### config.mk
export PLATFORM = sky130hd
export DESIGN_NAME = alsu_seq_flat
export DESIGN_NICKNAME = d
export VERILOG_FILES = /design/src/rtl/alsu_seq_if.sv /design/src/rtl/alsu_seq.sv /design/src/flat_wrapper.sv
export SDC_FILE = /design/constraint.sdc
export NUM_CORES = 1
export LEC_CHECK = 0
export BUFFER_PORTS_ARGS = -buffer_cell sky130_fd_sc_hd__buf_4
export CAP_MARGIN = 20
export CORE_UTILIZATION = 60
export CTS_CLUSTER_SIZE = 12
export DETAILED_ROUTE_END_ITERATION = 8
export PLACE_DENSITY = 0.94
export SETUP_SLACK_MARGIN = 0.1
export SYNTH_ARGS = -nofsm -noshare
export SYNTH_HDL_FRONTEND = slang
export SYNTH_SLANG_ARGS = --single-unit
### constraint.sdc
create_clock -name clk -period 7.5 [get_ports clk]
set_input_delay 0.75 -clock clk [delete_from_list [all_inputs] [get_ports clk]]
set_output_delay 0.75 -clock clk [all_outputs]
set_load 0.05 [all_outputs]
### src/rtl/alsu_seq_if.sv
// Request/result bus for alsu_seq: one request channel and one result channel.
// Both channels use valid/ready: a transfer happens on the rising edge where valid && ready; the sender holds its payload stable while valid is high and ready is low.
interface alsu_seq_if #(
  parameter int WIDTH = 8
);
  logic               in_valid;
  logic               in_ready;
  logic [2:0]         opcode;
  logic [WIDTH-1:0]   A;
  logic [WIDTH-1:0]   B;
  logic               cin;
  logic               SI;
  logic               sh_left;
  logic               red_op_A;
  logic               red_op_B;
  logic               pass_A;
  logic               pass_B;
  logic               out_valid;
  logic               out_ready;
  logic [2*WIDTH-1:0] out;
  logic               err;

  modport master (
    output in_valid, opcode, A, B, cin, SI, sh_left,
           red_op_A, red_op_B, pass_A, pass_B, out_ready,
    input  in_ready, out_valid, out, err
  );

  modport slave (
    input  in_valid, opcode, A, B, cin, SI, sh_left,
           red_op_A, red_op_B, pass_A, pass_B, out_ready,
    output in_ready, out_valid, out, err
  );
endinterface

### src/rtl/alsu_seq.sv
// Sequential ALSU: IDLE/EXEC/DONE handshake FSM around AND/XOR/ADD/MUL/SHIFT/ROTATE.
// Define ALSU_SEQ_MUL_EN to build the EXEC state and shift-add multiplier; otherwise MUL is invalid.
module alsu_seq #(
  parameter int    WIDTH          = 8,
  parameter string INPUT_PRIORITY = "A",
  parameter string FULL_ADDER     = "ON",
  parameter int    LED_W          = 16
) (
  input  logic             clk,
  input  logic             rst,
  alsu_seq_if.slave        bus,
  output logic [LED_W-1:0] leds,
  output logic [1:0]       state_dbg
);
  localparam int OW    = 2 * WIDTH;
  localparam bit PRI_A = (INPUT_PRIORITY == "A");
  localparam bit FA_ON = (FULL_ADDER == "ON");
`ifdef ALSU_SEQ_MUL_EN
  localparam bit MUL_EN = 1'b1;
  localparam int CW     = $clog2(WIDTH);
`else
  localparam bit MUL_EN = 1'b0;
`endif

  typedef enum logic [1:0] {
    IDLE = 2'd0,
`ifdef ALSU_SEQ_MUL_EN
    EXEC = 2'd1,
`endif
    DONE = 2'd2
  } state_t;

  state_t state, state_nxt;
  logic   done_load;
  logic   accept;

  logic [2:0]       cap_op,      nxt_op;
  logic [WIDTH-1:0] cap_a,       nxt_a;
  logic [WIDTH-1:0] cap_b,       nxt_b;
  logic             cap_cin,     nxt_cin;
  logic             cap_si,      nxt_si;
  logic             cap_sh_left, nxt_sh_left;
  logic             cap_red_a,   nxt_red_a;
  logic             cap_red_b,   nxt_red_b;
  logic             cap_pass_a,  nxt_pass_a;
  logic             cap_pass_b,  nxt_pass_b;

  logic [OW-1:0]    out_r;
  logic             err_r;
  logic [LED_W-1:0] leds_r;

  logic             red_any, red_use_a, pass_use_a, pass_use_b, is_mul, invalid;
  logic [WIDTH-1:0] red_opnd, low;
  logic [OW-1:0]    op_result, sel_result, mul_final;

`ifdef ALSU_SEQ_MUL_EN
  logic [OW-1:0]    mul_acc, mul_mcand;
  logic [WIDTH-1:0] mul_mplier;
  logic [CW-1:0]    mul_cnt;

  // One partial product per EXEC cycle; the last one is folded into the result write.
  assign mul_final = mul_acc + (mul_mplier[0] ? mul_mcand : '0);
`else
  assign mul_final = '0;
`endif

  assign accept = bus.in_valid && bus.in_ready;

  // Captured copies: freshly sampled on acceptance, otherwise the held request.
  assign nxt_op      = accept ? bus.opcode   : cap_op;
  assign nxt_a       = accept ? bus.A        : cap_a;
  assign nxt_b       = accept ? bus.B        : cap_b;
  assign nxt_cin     = accept ? bus.cin      : cap_cin;
  assign nxt_si      = accept ? bus.SI       : cap_si;
  assign nxt_sh_left = accept ? bus.sh_left  : cap_sh_left;
  assign nxt_red_a   = accept ? bus.red_op_A : cap_red_a;
  assign nxt_red_b   = accept ? bus.red_op_B : cap_red_b;
  assign nxt_pass_a  = accept ? bus.pass_A   : cap_pass_a;
  assign nxt_pass_b  = accept ? bus.pass_B   : cap_pass_b;

  assign red_any    = nxt_red_a || nxt_red_b;
  assign red_use_a  = nxt_red_a && (!nxt_red_b || PRI_A);
  assign red_opnd   = red_use_a ? nxt_a : nxt_b;
  assign pass_use_a = nxt_pass_a && (!nxt_pass_b || PRI_A);
  assign pass_use_b = nxt_pass_b && !pass_use_a;
  assign is_mul     = (nxt_op == 3'b011);
  assign invalid    = (nxt_op[2:1] == 2'b11)
                   || (red_any && (nxt_op[2:1] != 2'b00))
                   || (is_mul && !MUL_EN);
  assign low        = out_r[WIDTH-1:0];

  always_comb begin
    op_result = '0;
    case (nxt_op)
      3'b000: op_result = red_any ? OW'(&red_opnd) : OW'(nxt_a & nxt_b);
      3'b001: op_result = red_any ? OW'(^red_opnd) : OW'(nxt_a ^ nxt_b);
      3'b010: op_result = OW'(nxt_a) + OW'(nxt_b) + OW'(FA_ON && nxt_cin);
      3'b011: op_result = mul_final;
      3'b100: op_result = OW'(nxt_sh_left ? {low[WIDTH-2:0], nxt_si}
                                          : {nxt_si, low[WIDTH-1:1]});
      3'b101: op_result = OW'(nxt_sh_left ? {low[WIDTH-2:0], low[WIDTH-1]}
                                          : {low[0], low[WIDTH-1:1]});
      default: op_result = '0;
    endcase
  end

  always_comb begin
    sel_result = op_result;
    if (invalid)         sel_result = '0;
    else if (pass_use_a) sel_result = OW'(nxt_a);
    else if (pass_use_b) sel_result = OW'(nxt_b);
  end

  always_comb begin
    state_nxt = state;
    done_load = 1'b0;
    case (state)
      IDLE: begin
        if (accept) begin
          if (MUL_EN && is_mul && !invalid) begin
`ifdef ALSU_SEQ_MUL_EN
            state_nxt = EXEC;
`endif
          end else begin
            state_nxt = DONE;
            done_load = 1'b1;
          end
        end
      end
`ifdef ALSU_SEQ_MUL_EN
      EXEC: begin
        if (mul_cnt == CW'(WIDTH - 1)) begin
          state_nxt = DONE;
          done_load = 1'b1;
        end
      end
`endif
      DONE: begin
        if (bus.out_ready) state_nxt = IDLE;
      end
      default: state_nxt = IDLE;
    endcase
  end

  always_ff @(posedge clk) begin
    if (rst) begin
      state       <= IDLE;
      cap_op      <= '0;
      cap_a       <= '0;
      cap_b       <= '0;
      cap_cin     <= 1'b0;
      cap_si      <= 1'b0;
      cap_sh_left <= 1'b0;
      cap_red_a   <= 1'b0;
      cap_red_b   <= 1'b0;
      cap_pass_a  <= 1'b0;
      cap_pass_b  <= 1'b0;
      out_r       <= '0;
      err_r       <= 1'b0;
      leds_r      <= '0;
    end else begin
      state       <= state_nxt;
      cap_op      <= nxt_op;
      cap_a       <= nxt_a;
      cap_b       <= nxt_b;
      cap_cin     <= nxt_cin;
      cap_si      <= nxt_si;
      cap_sh_left <= nxt_sh_left;
      cap_red_a   <= nxt_red_a;
      cap_red_b   <= nxt_red_b;
      cap_pass_a  <= nxt_pass_a;
      cap_pass_b  <= nxt_pass_b;
      if (done_load) begin
        out_r  <= sel_result;
        err_r  <= invalid;
        leds_r <= invalid ? ~leds_r : '0;
      end
    end
  end

`ifdef ALSU_SEQ_MUL_EN
  always_ff @(posedge clk) begin
    if (rst) begin
      mul_acc    <= '0;
      mul_mcand  <= '0;
      mul_mplier <= '0;
      mul_cnt    <= '0;
    end else if (accept) begin
      mul_acc    <= '0;
      mul_mcand  <= OW'(bus.A);
      mul_mplier <= bus.B;
      mul_cnt    <= '0;
    end else if (state == EXEC) begin
      mul_acc    <= mul_final;
      mul_mcand  <= mul_mcand << 1;
      mul_mplier <= mul_mplier >> 1;
      mul_cnt    <= mul_cnt + 1'b1;
    end
  end
`endif

  assign bus.in_ready  = (state == IDLE);
  assign bus.out_valid = (state == DONE);
  assign bus.out       = out_r;
  assign bus.err       = err_r;
  assign leds          = leds_r;
  assign state_dbg     = state;
endmodule

### src/flat_wrapper.sv
// flat-port wrapper written by rule: the top's interface ports become plain ports
module alsu_seq_flat 
#(
  parameter int    WIDTH          = 8,
  parameter string INPUT_PRIORITY = " ",
  parameter string FULL_ADDER     = "  ",
  parameter int    LED_W          = 16
)
  (clk, rst, leds, state_dbg, bus_in_valid, bus_opcode, bus_A, bus_B, bus_cin, bus_SI, bus_sh_left, bus_red_op_A, bus_red_op_B, bus_pass_A, bus_pass_B, bus_out_ready, bus_in_ready, bus_out_valid, bus_out, bus_err);
  alsu_seq_if #(.WIDTH(WIDTH)) bus_i ();
  input  logic clk;
  input  logic rst;
  output logic [LED_W-1:0] leds;
  output logic [1:0] state_dbg;
  input wire logic [$bits(bus_i.in_valid)-1:0] bus_in_valid;
  input wire logic [$bits(bus_i.opcode)-1:0] bus_opcode;
  input wire logic [$bits(bus_i.A)-1:0] bus_A;
  input wire logic [$bits(bus_i.B)-1:0] bus_B;
  input wire logic [$bits(bus_i.cin)-1:0] bus_cin;
  input wire logic [$bits(bus_i.SI)-1:0] bus_SI;
  input wire logic [$bits(bus_i.sh_left)-1:0] bus_sh_left;
  input wire logic [$bits(bus_i.red_op_A)-1:0] bus_red_op_A;
  input wire logic [$bits(bus_i.red_op_B)-1:0] bus_red_op_B;
  input wire logic [$bits(bus_i.pass_A)-1:0] bus_pass_A;
  input wire logic [$bits(bus_i.pass_B)-1:0] bus_pass_B;
  input wire logic [$bits(bus_i.out_ready)-1:0] bus_out_ready;
  output wire logic [$bits(bus_i.in_ready)-1:0] bus_in_ready;
  output wire logic [$bits(bus_i.out_valid)-1:0] bus_out_valid;
  output wire logic [$bits(bus_i.out)-1:0] bus_out;
  output wire logic [$bits(bus_i.err)-1:0] bus_err;
  assign bus_i.in_valid = bus_in_valid;
  assign bus_i.opcode = bus_opcode;
  assign bus_i.A = bus_A;
  assign bus_i.B = bus_B;
  assign bus_i.cin = bus_cin;
  assign bus_i.SI = bus_SI;
  assign bus_i.sh_left = bus_sh_left;
  assign bus_i.red_op_A = bus_red_op_A;
  assign bus_i.red_op_B = bus_red_op_B;
  assign bus_i.pass_A = bus_pass_A;
  assign bus_i.pass_B = bus_pass_B;
  assign bus_i.out_ready = bus_out_ready;
  assign bus_in_ready = bus_i.in_ready;
  assign bus_out_valid = bus_i.out_valid;
  assign bus_out = bus_i.out;
  assign bus_err = bus_i.err;
  alsu_seq #(.WIDTH(WIDTH), .INPUT_PRIORITY(INPUT_PRIORITY), .FULL_ADDER(FULL_ADDER), .LED_W(LED_W)) u_core (.clk(clk), .rst(rst), .bus(bus_i), .leds(leds), .state_dbg(state_dbg));
endmodule
Word-level counts from Yosys, hierarchy flattened
Index checks and enable logic that the tools add are counted.
{"block": "word_totals", "regBits": 60, "latch_bits": 0, "ram_bits": 0, "romBits": 0, "inputBits": 30, "output_inout_bits": 37, "elab_cells": 67, "n_memories": 0}
{"block": "classes", "add_sub_neg": 1, "n_mul": 0, "n_div": 0, "order_cmp": 0, "n_eq_ne": 9, "shifts": 0, "mux": 24, "bitwise": 3, "n_reduce_logical": 17}
{"op": "$mux W16", "count": 6}
{"op": "$pmux W16 S5", "count": 1}
{"op": "$mux W8", "count": 5}
{"op": "$not A16 Y16", "count": 1}
{"op": "$add A8 B8 Y9", "count": 1}
{"op": "$and A8 B8 Y8", "count": 1}
{"op": "$mux W1", "count": 8}
{"op": "$reduce_and A8 Y1", "count": 1}
{"op": "$reduce_xor A8 Y1", "count": 1}
{"op": "$xor A8 B8 Y8", "count": 1}
{"op": "$eq A3 B2 Y1 const B", "count": 2}
{"op": "$eq A3 B3 Y1 const B", "count": 2}
{"op": "$logic_and A1 B1 Y1", "count": 5}
{"op": "$eq A2 B2 Y1 const B", "count": 2}
{"op": "$mux W2", "count": 2}
{"op": "$ne A2 B2 Y1 const B", "count": 2}
{"op": "$pmux W2 S2", "count": 1}
{"op": "$eq A3 B1 Y1 const B", "count": 1}
{"op": "$logic_not A1 Y1", "count": 3}
{"op": "$logic_not A3 Y1", "count": 1}
{"op": "$logic_or A1 B1 Y1", "count": 3}
{"op": "$mux W3", "count": 1}
{"op": "$logic_not A2 Y1", "count": 1}
{"op": "$reduce_and A2 Y1", "count": 1}
{"op": "$reduce_bool A2 Y1", "count": 1}

Depth between registers and ports, before layout
Gate-level depths: netlist of the first run.
{"block": "depth", "word_depth": 12, "mapped_depth": 17, "depth_no_buf": 12}

Least setup slack after synthesis of the first run
OpenSTA, ideal clock, no wires.
{"block": "synth_path", "path_kind": "register to register", "startpoint": "register u_core.state[1] (netlist: u_core.state_dbg[1])", "endpoint": "register u_core.out_r[8] (netlist: u_core.bus.out[8])", "setup_ps": 132, "arrival_time_ps": 3318, "required_time_ps": 7368, "path_slack_ps": 4050, "path_stages_with_launch": 16, "path_buffers": 4, "synth_period_minus_slack_ps": 3450, "cell_sequence": "dfxtp_1 nand2b_1 buf_6 buf_12 buf_6 buf_6 mux2i_1 inv_1 ha_1 ha_1 or3_1 o221ai_1 o21ai_1 a21o_1 a221oi_1 nor3_1"}
{"block": "synth_between", "word_cells_on_any_way": 32, "classes_between": "add/sub: 1; eq/ne: 6; mux: 13; reduce/logical: 12"}
{"element": "start: declaration", "line_no": "alsu_seq.sv:33", "source": "state_t state, state_nxt;"}
{"element": "start signal: assignment", "line_no": "alsu_seq.sv:162", "source": "state <= state_nxt;"}
{"element": "$logic_not A2 Y1", "line_no": "alsu_seq.sv:202", "source": "assign bus.in_ready = (state == IDLE);"}
{"element": "$logic_and A1 B1 Y1", "line_no": "alsu_seq.sv:67", "source": "assign accept = bus.in_valid && bus.in_ready;"}
{"element": "$mux W8", "line_no": "alsu_seq.sv:72", "source": "assign nxt_b = accept ? bus.B : cap_b;"}
{"element": "net u_core.nxt_b[0]", "line_no": "alsu_seq.sv:39", "source": "logic [WIDTH-1:0] cap_b, nxt_b;"}
{"element": "$add A8 B8 Y9", "line_no": "alsu_seq.sv:97", "source": "3'b010: op_result = OW'(nxt_a) + OW'(nxt_b) + OW'(FA_ON && nxt_cin);"}
{"element": "$pmux W16 S5", "line_no": "alsu_seq.sv:94", "source": "case (nxt_op)"}
{"element": "$mux W16", "line_no": "alsu_seq.sv:111", "source": "else if (pass_use_b) sel_result = OW'(nxt_b);"}
{"element": "$mux W16", "line_no": "alsu_seq.sv:110", "source": "else if (pass_use_a) sel_result = OW'(nxt_a);"}
{"element": "$mux W16", "line_no": "alsu_seq.sv:109", "source": "if (invalid) sel_result = '0;"}
{"element": "end signal: assignment", "line_no": "alsu_seq.sv:174", "source": "out_r <= sel_result;"}
{"element": "end: declaration", "line_no": "alsu_seq.sv:48", "source": "logic [OW-1:0] out_r;"}
The timed path passes the listed nets, and every way through them passes these cells.
A chain may end at the register's enable or synchronous reset.

Worst setup path after layout of the first run
{"block": "layout_path", "startpoint": "input bus_in_valid", "endpoint": "register u_core.out_r[8] (netlist: u_core.bus.out[8])"}
{"block": "layout_between", "word_cells_on_any_way": 31, "classes_between": "add/sub: 1; eq/ne: 6; mux: 13; reduce/logical: 11"}
{"element": "start: declaration", "line_no": "flat_wrapper.sv:15", "source": "input wire logic [$bits(bus_i.in_valid)-1:0] bus_in_valid;"}
{"element": "$logic_and A1 B1 Y1", "line_no": "alsu_seq.sv:67"}
{"element": "$mux W8", "line_no": "alsu_seq.sv:71", "source": "assign nxt_a = accept ? bus.A : cap_a;"}
{"element": "net u_core.nxt_a[0]", "line_no": "alsu_seq.sv:38", "source": "logic [WIDTH-1:0] cap_a, nxt_a;"}
{"element": "$add A8 B8 Y9", "line_no": "alsu_seq.sv:97"}
{"element": "$pmux W16 S5", "line_no": "alsu_seq.sv:94"}
{"element": "$mux W16", "line_no": "alsu_seq.sv:111"}
{"element": "$mux W16", "line_no": "alsu_seq.sv:110"}
{"element": "$mux W16", "line_no": "alsu_seq.sv:109"}
The timed path passes the listed nets, and every way through them passes these cells.

==> metrics.yaml, run 1 <==
outcome: "complete, no violations"
total_power_mw: 0.765
cp.arrival_ps: 3750
tightest_slew_ps: 1110
placedInstanceArea_um2: 3770
antenna_cells: 0
setup_viol: 0
hold_ws_ps: 466
cts_made_buffers: 5
yosysTopAreaCell: "dfxtp_1"
port_buffers: 57
hold_path.class: "register to register"
finalHoldViolCount: 0
post_cts_buffers: 0
finalNonFillerCells: 518
grt_usage_pct: 29.7
drive_gt1_share_pct: 25.8
cts_tree: "built"
drc_errors: 0
core-area_um2: 5470
clk_pin_slew_ps: 110
synth_commonest_cells: "nor2_1, dfxtp_1, nand2_1"
wire_per_inst_um: 17.0
dp_slack_ps: 3670
num_rows: 27
grt_setup_unrepaired: "no"
drv_slew: 0
post-route-period-util_pct: 47.3
drt_iter0_markers: 302
synth_edf_count: 0
yosysMostFrequentCell: "nor2_1"
yosysWarningCount: 0
worstPathMaxFanout: 34
antenna_found_initial: 0
grt_pass1_wl_um: 13900
cts_resized: 0
critPathLaunchType: "input port"
finalCriticalPeriod_ps: 3550
post-dp-hpwl_um: 6470
max_freq_mhz: 282
postCtsHoldBufs: 0
relSlewSlack_pct: 24.1
die_w_um: 77.3
cp-end-kind: "register"
die_h_um: 77.3
gp_congestion: 0.895
area_growth_pct: 13.9
clk_latency_ps: 320
power_density_nw_per_um2: 197
final_util_pct: 70.9
synth.distinct_cells: 63
clock-sinks: 52
setup_slack_ps: 3950
cap_violations: 0
dieArea_um2: 5980
ys.flop_type: "dfxtp_1"
synth_top_area_share_pct: 30.6
synth_area_leaders: "dfxtp_1, mux2i_1, nor2_1, mux2_2, a21oi_1"
clk_root_buffer_cell: "clkbuf_8"
ys_seq_area_share_pct: 30.6
fin_tns_setup_ps: 0
skew_ps: 5.09
dr.pass1.iters: 5
grt_pass1_vias: 2822
max-vdd-ir-drop_mv: 0.150
syn_inst: 399
dp_cells: 510
h-tree-depth: 2
required_ps: 7700
io_pins: 67
ant_nets: 0
finalInstanceArea_um2: 3880
num_vias: 3153
ys_seq_elements: 52
syn_area_per_cell_um2: 8.54
clockBufferDepth: 2
netlist_area_um2: 3410
gr-total-overflow: 0
drt_wl_total_um: 8800
initial_utilization_pct: 62.2
grt_max_degree: 51
async_flop_share_pct: 0
viasPerCell: 6.09
p_leak_nw: 1.71
worstSetupPathType: "input port to register"
layout.nets: 487
cells in the final DEF, fill, tap and decap left out, types with 5 or more instances in the layout:
cell,n
buf_4,58
o21ai_1,5
dfxtp_1,52
mux2i_1,31
conb_1,8
nand2_1,33
o21ai_0,11
a21oi_1,30
clkbuf_8,5
xnor2_1,10
ha_1,12
nor2_1,65
mux2_2,18
inv_1,19
metal layers:
layer	up-vias	share of wire, %	global-route usage, %
met2	167	47	49.7
met5	-	0	0
li1	1487	-	-
met4	0	1.4	10.2
met1	1487	43	39.1
met3	12	8.7	4.12
worst max-delay path: stages:
cell	delay, ps
buf_4	110
and2b_2	650
mux2i_1	350
inv_1	70
ha_1	250
ha_1	220
or3_1	310
o221ai_1	360
o21ai_1	160
a21o_1	190
a221oi_1	240
nor3_1	70
area by class of cell:
type                            count  area, µm²
Clock buffer                        5       68.8
Fill cell                         438       1600
Clock inverter                      3       33.8
Tap cell                           72       90.1
Inverter                           19       71.3
Timing Repair Buffer               58        435
Multi-Input combinational cell    309       2140
Sequential cell                    52       1040
cell families after synthesis:
group	count (synthesis)	share of synthesized area, %
XOR/XNOR	10	2.57
AND/OR/NAND/NOR	133	18.2
flip-flops	52	30.6
adder cells (fa/ha/maj)	12	4.41
buffers and inverters	45	7.53
other	1	0.110
multiplexers	54	17.1
AO/OA/AOI/OAI	92	19.5
report_power, final:
group / switching, mW / total, mW / internal [mW]
sequential: 0.0131 / 0.307 / 0.294
clock: 0.110 / 0.181 / 0.0705
combinational: 0.173 / 0.276 / 0.103
state kept, by name, indices dropped and copies added (netlist names), named ones only:
register            count
u_core.cap_a            7
u_core.cap_red_a        1
u_core.cap_red_b        1
u_core.cap_sh_left      1
u_core.cap_op           3
u_core.bus.err          1
u_core.leds            16
u_core.cap_pass_a       1
u_core.state_dbg        1
u_core.cap_b            7
u_core.cap_pass_b       1
u_core.cap_si           1
u_core.bus.out          9
final timing paths:
| check | from | end | slack (ps) | cells after the start |
|---|---|---|---|---|
| setup / recovery | bus_in_valid | u_core.bus.out[8] | 3950 | 12 |
| hold / removal | u_core.cap_si | u_core.cap_si | 470 | 2 |
| setup reg to reg | u_core.state_dbg[1] | u_core.bus.out[8] | 4000 | 11 |
| hold reg to reg | u_core.cap_si | u_core.cap_si | 470 | 2 |
Power figures use the tool's default switching activity.
==> inputs of run 2 (changes only) <==
CORE_UTILIZATION = 50   (was 60)
PLACE_DENSITY = 0.84   (was 0.94)
clock period = 3 ns   (was 7.5 ns; I/O delays follow)
==> metrics.yaml, run 2 (same netlist as run 1, synthesis figures left out) <==
outcome: "finished with violations"  # was complete, no violations
violations: "DRC"
antenna_cells: 0  # unchanged
post-route-period-util_pct: 94.3
dr.pass1.iters: 7  # was 5
final_common_cell: "buf_4"  # was nor2_1
die_h_um: 84.5  # was 77.3 µm
post-dp-hpwl_um: 6600  # was 6470 µm
top_layer: "met4"  # unchanged
area_growth_pct: 20.2  # was 13.9%
postCtsHoldBufs: 0  # unchanged
cap_violations: 0  # unchanged
port_buffers: 57  # unchanged
layout.nets: 508  # was 487
antenna_found_initial: 0  # unchanged
setup_viol: 0  # unchanged
largest_reg_flops: 16  # unchanged
finalHoldViolCount: 0  # unchanged
tightest_slew_ps: 721  # was 1110 ps
dieArea_um2: 7150  # was 5980 µm²
wl_met3_um: 552  # was 767 µm
num_vias: 3141  # was 3153
grt_usage_pct: 25.2  # was 29.7%
core-area_um2: 6460  # was 5470 µm²
grt_max_degree: 51  # unchanged
ant_nets: 0  # unchanged
cts_tree: "built"  # unchanged
h-tree-depth: 2  # unchanged
p_leak_nw: 1.82  # was 1.71 nW
max_freq_mhz: 353
wl_met1_um: 4050  # was 3750 µm
hold_path.class: "input port to register"  # was register to register
drive_gt1_share_pct: 30.4  # was 25.8%
fin_tns_setup_ps: 0  # unchanged
wire_per_inst_um: 16.3  # was 17.0 µm
clock-sinks: 52  # unchanged
initial_utilization_pct: 52.7  # was 62.2%
max-vdd-ir-drop_mv: 0.298  # was 0.150 mV
relSlewSlack_pct: 51.8  # was 24.1%
setup_slack_ps: 171  # was 3950 ps
viasPerCell: 5.77  # was 6.09
gp_congestion: 0.885  # was 0.895
clk_root_buffer_cell: "clkbuf_8"  # unchanged
io_pins: 67  # unchanged
power_density_nw_per_um2: 476  # was 197 nW/µm²
cp-end-kind: "register"  # unchanged
final_cell_mix: "buf_4, nor2_1, dfxtp_1"  # was nor2_1, buf_4, dfxtp_1
drt_iter0_markers: 271  # was 302
skew_ps: 6.71  # was 5.09 ps
worstSetupPathType: "register to register"  # was input port to register
wl_met2_um: 4120  # was 4160 µm
worstPathMaxFanout: 10  # was 34
num_rows: 29  # was 27
clk_latency_ps: 310  # was 320 ps
drt_wl_total_um: 8880  # was 8800 µm
clockBufferDepth: 2  # unchanged
drc_errors: 7  # was 0
grt_pass1_wl_um: 14300  # was 13900 µm
grt_pass1_vias: 2908  # was 2822
critPathLaunchType: "register"  # was input port
grt_setup_unrepaired: "yes"  # was no
finalCriticalPeriod_ps: 2830
fillers: 543  # was 438
cts_made_buffers: 5  # unchanged
clk_pin_slew_ps: 110  # about the same
gr-total-overflow: 0  # unchanged
die_w_um: 84.5  # was 77.3 µm
cp.arrival_ps: 3030  # was 3750 ps
dp_slack_ps: 173  # was 3670 ps
drv_slew: 0  # unchanged
required_ps: 3200  # was 7700 ps
==> run 2: worst max-delay path, stage by stage (launching register included) <==
cell and delay, ps:
dfxtp_4 390, and2b_4 360, buf_4 180, mux2i_1 230, inv_1 80, nor2_1 130, a21oi_1 70, ha_1 300
xnor2_1 240, xnor2_1 160, o21ai_0 140, a31oi_1 180, o221a_2 180, o21ai_1 60
==> run 2: timing repair <==
action / 4_1_cts / 5_1_grt
setup buffers: 0 / 11
setup endpoints to repair: 1 / 3
gates resized for setup: 1 / 4
hold endpoints to repair: 0 / 0
==> run 2: worst paths after layout <==
check | start | to | slack (ps) | depth (start not counted)
max | u_core.state_dbg[1] | u_core.bus.out[0] | 170 | 13
min | bus_out_ready | u_core.state_dbg[1] | 230 | 3
max reg2reg | u_core.state_dbg[1] | u_core.bus.out[0] | 170 | 13
min reg2reg | u_core.cap_si | u_core.cap_si | 460 | 2
==> run 2: area by class of cell <==
class                   count  area [µm²]  area share [%]
clock buffers               5        68.8            1.68
clock inverters             3        33.8           0.825
inverters                  19        71.3            1.74
multi-input cells         309        2180            53.4
flip-flops and latches     52        1040            25.5
well taps                  77        96.3            2.35
repair buffers             79         593            14.5
==> run 2: through the flow <==
step	hold slack (ps)	utilization [%]	instance area (µm²)	total power, mW	std cells
final	227	63.4	4090	1.95	544
after CTS	223	61.7	3980	1.93	533
after floorplan	436	-	3470	1.31	406
after detailed placement	452	60.1	3880	1.48	525
after global placement	444	60.1	3880	1.47	525
after global routing	239	63.4	4090	2.04	544
==> run 2: where the power goes <==
part	total (mW)	internal (mW)	switching [mW]
sequential	0.767	0.735	0.0318
combinational	0.737	0.290	0.447
clock	0.444	0.176	0.267
total	1.95	1.20	0.746
==> run 2: metal layers <==
metal  global-route usage [%]  up-vias
li1                         -     1530
met4                     9.55        0
met2                     40.7      130
met3                     3.24       12
met5                        0        -
met1                     34.3     1469
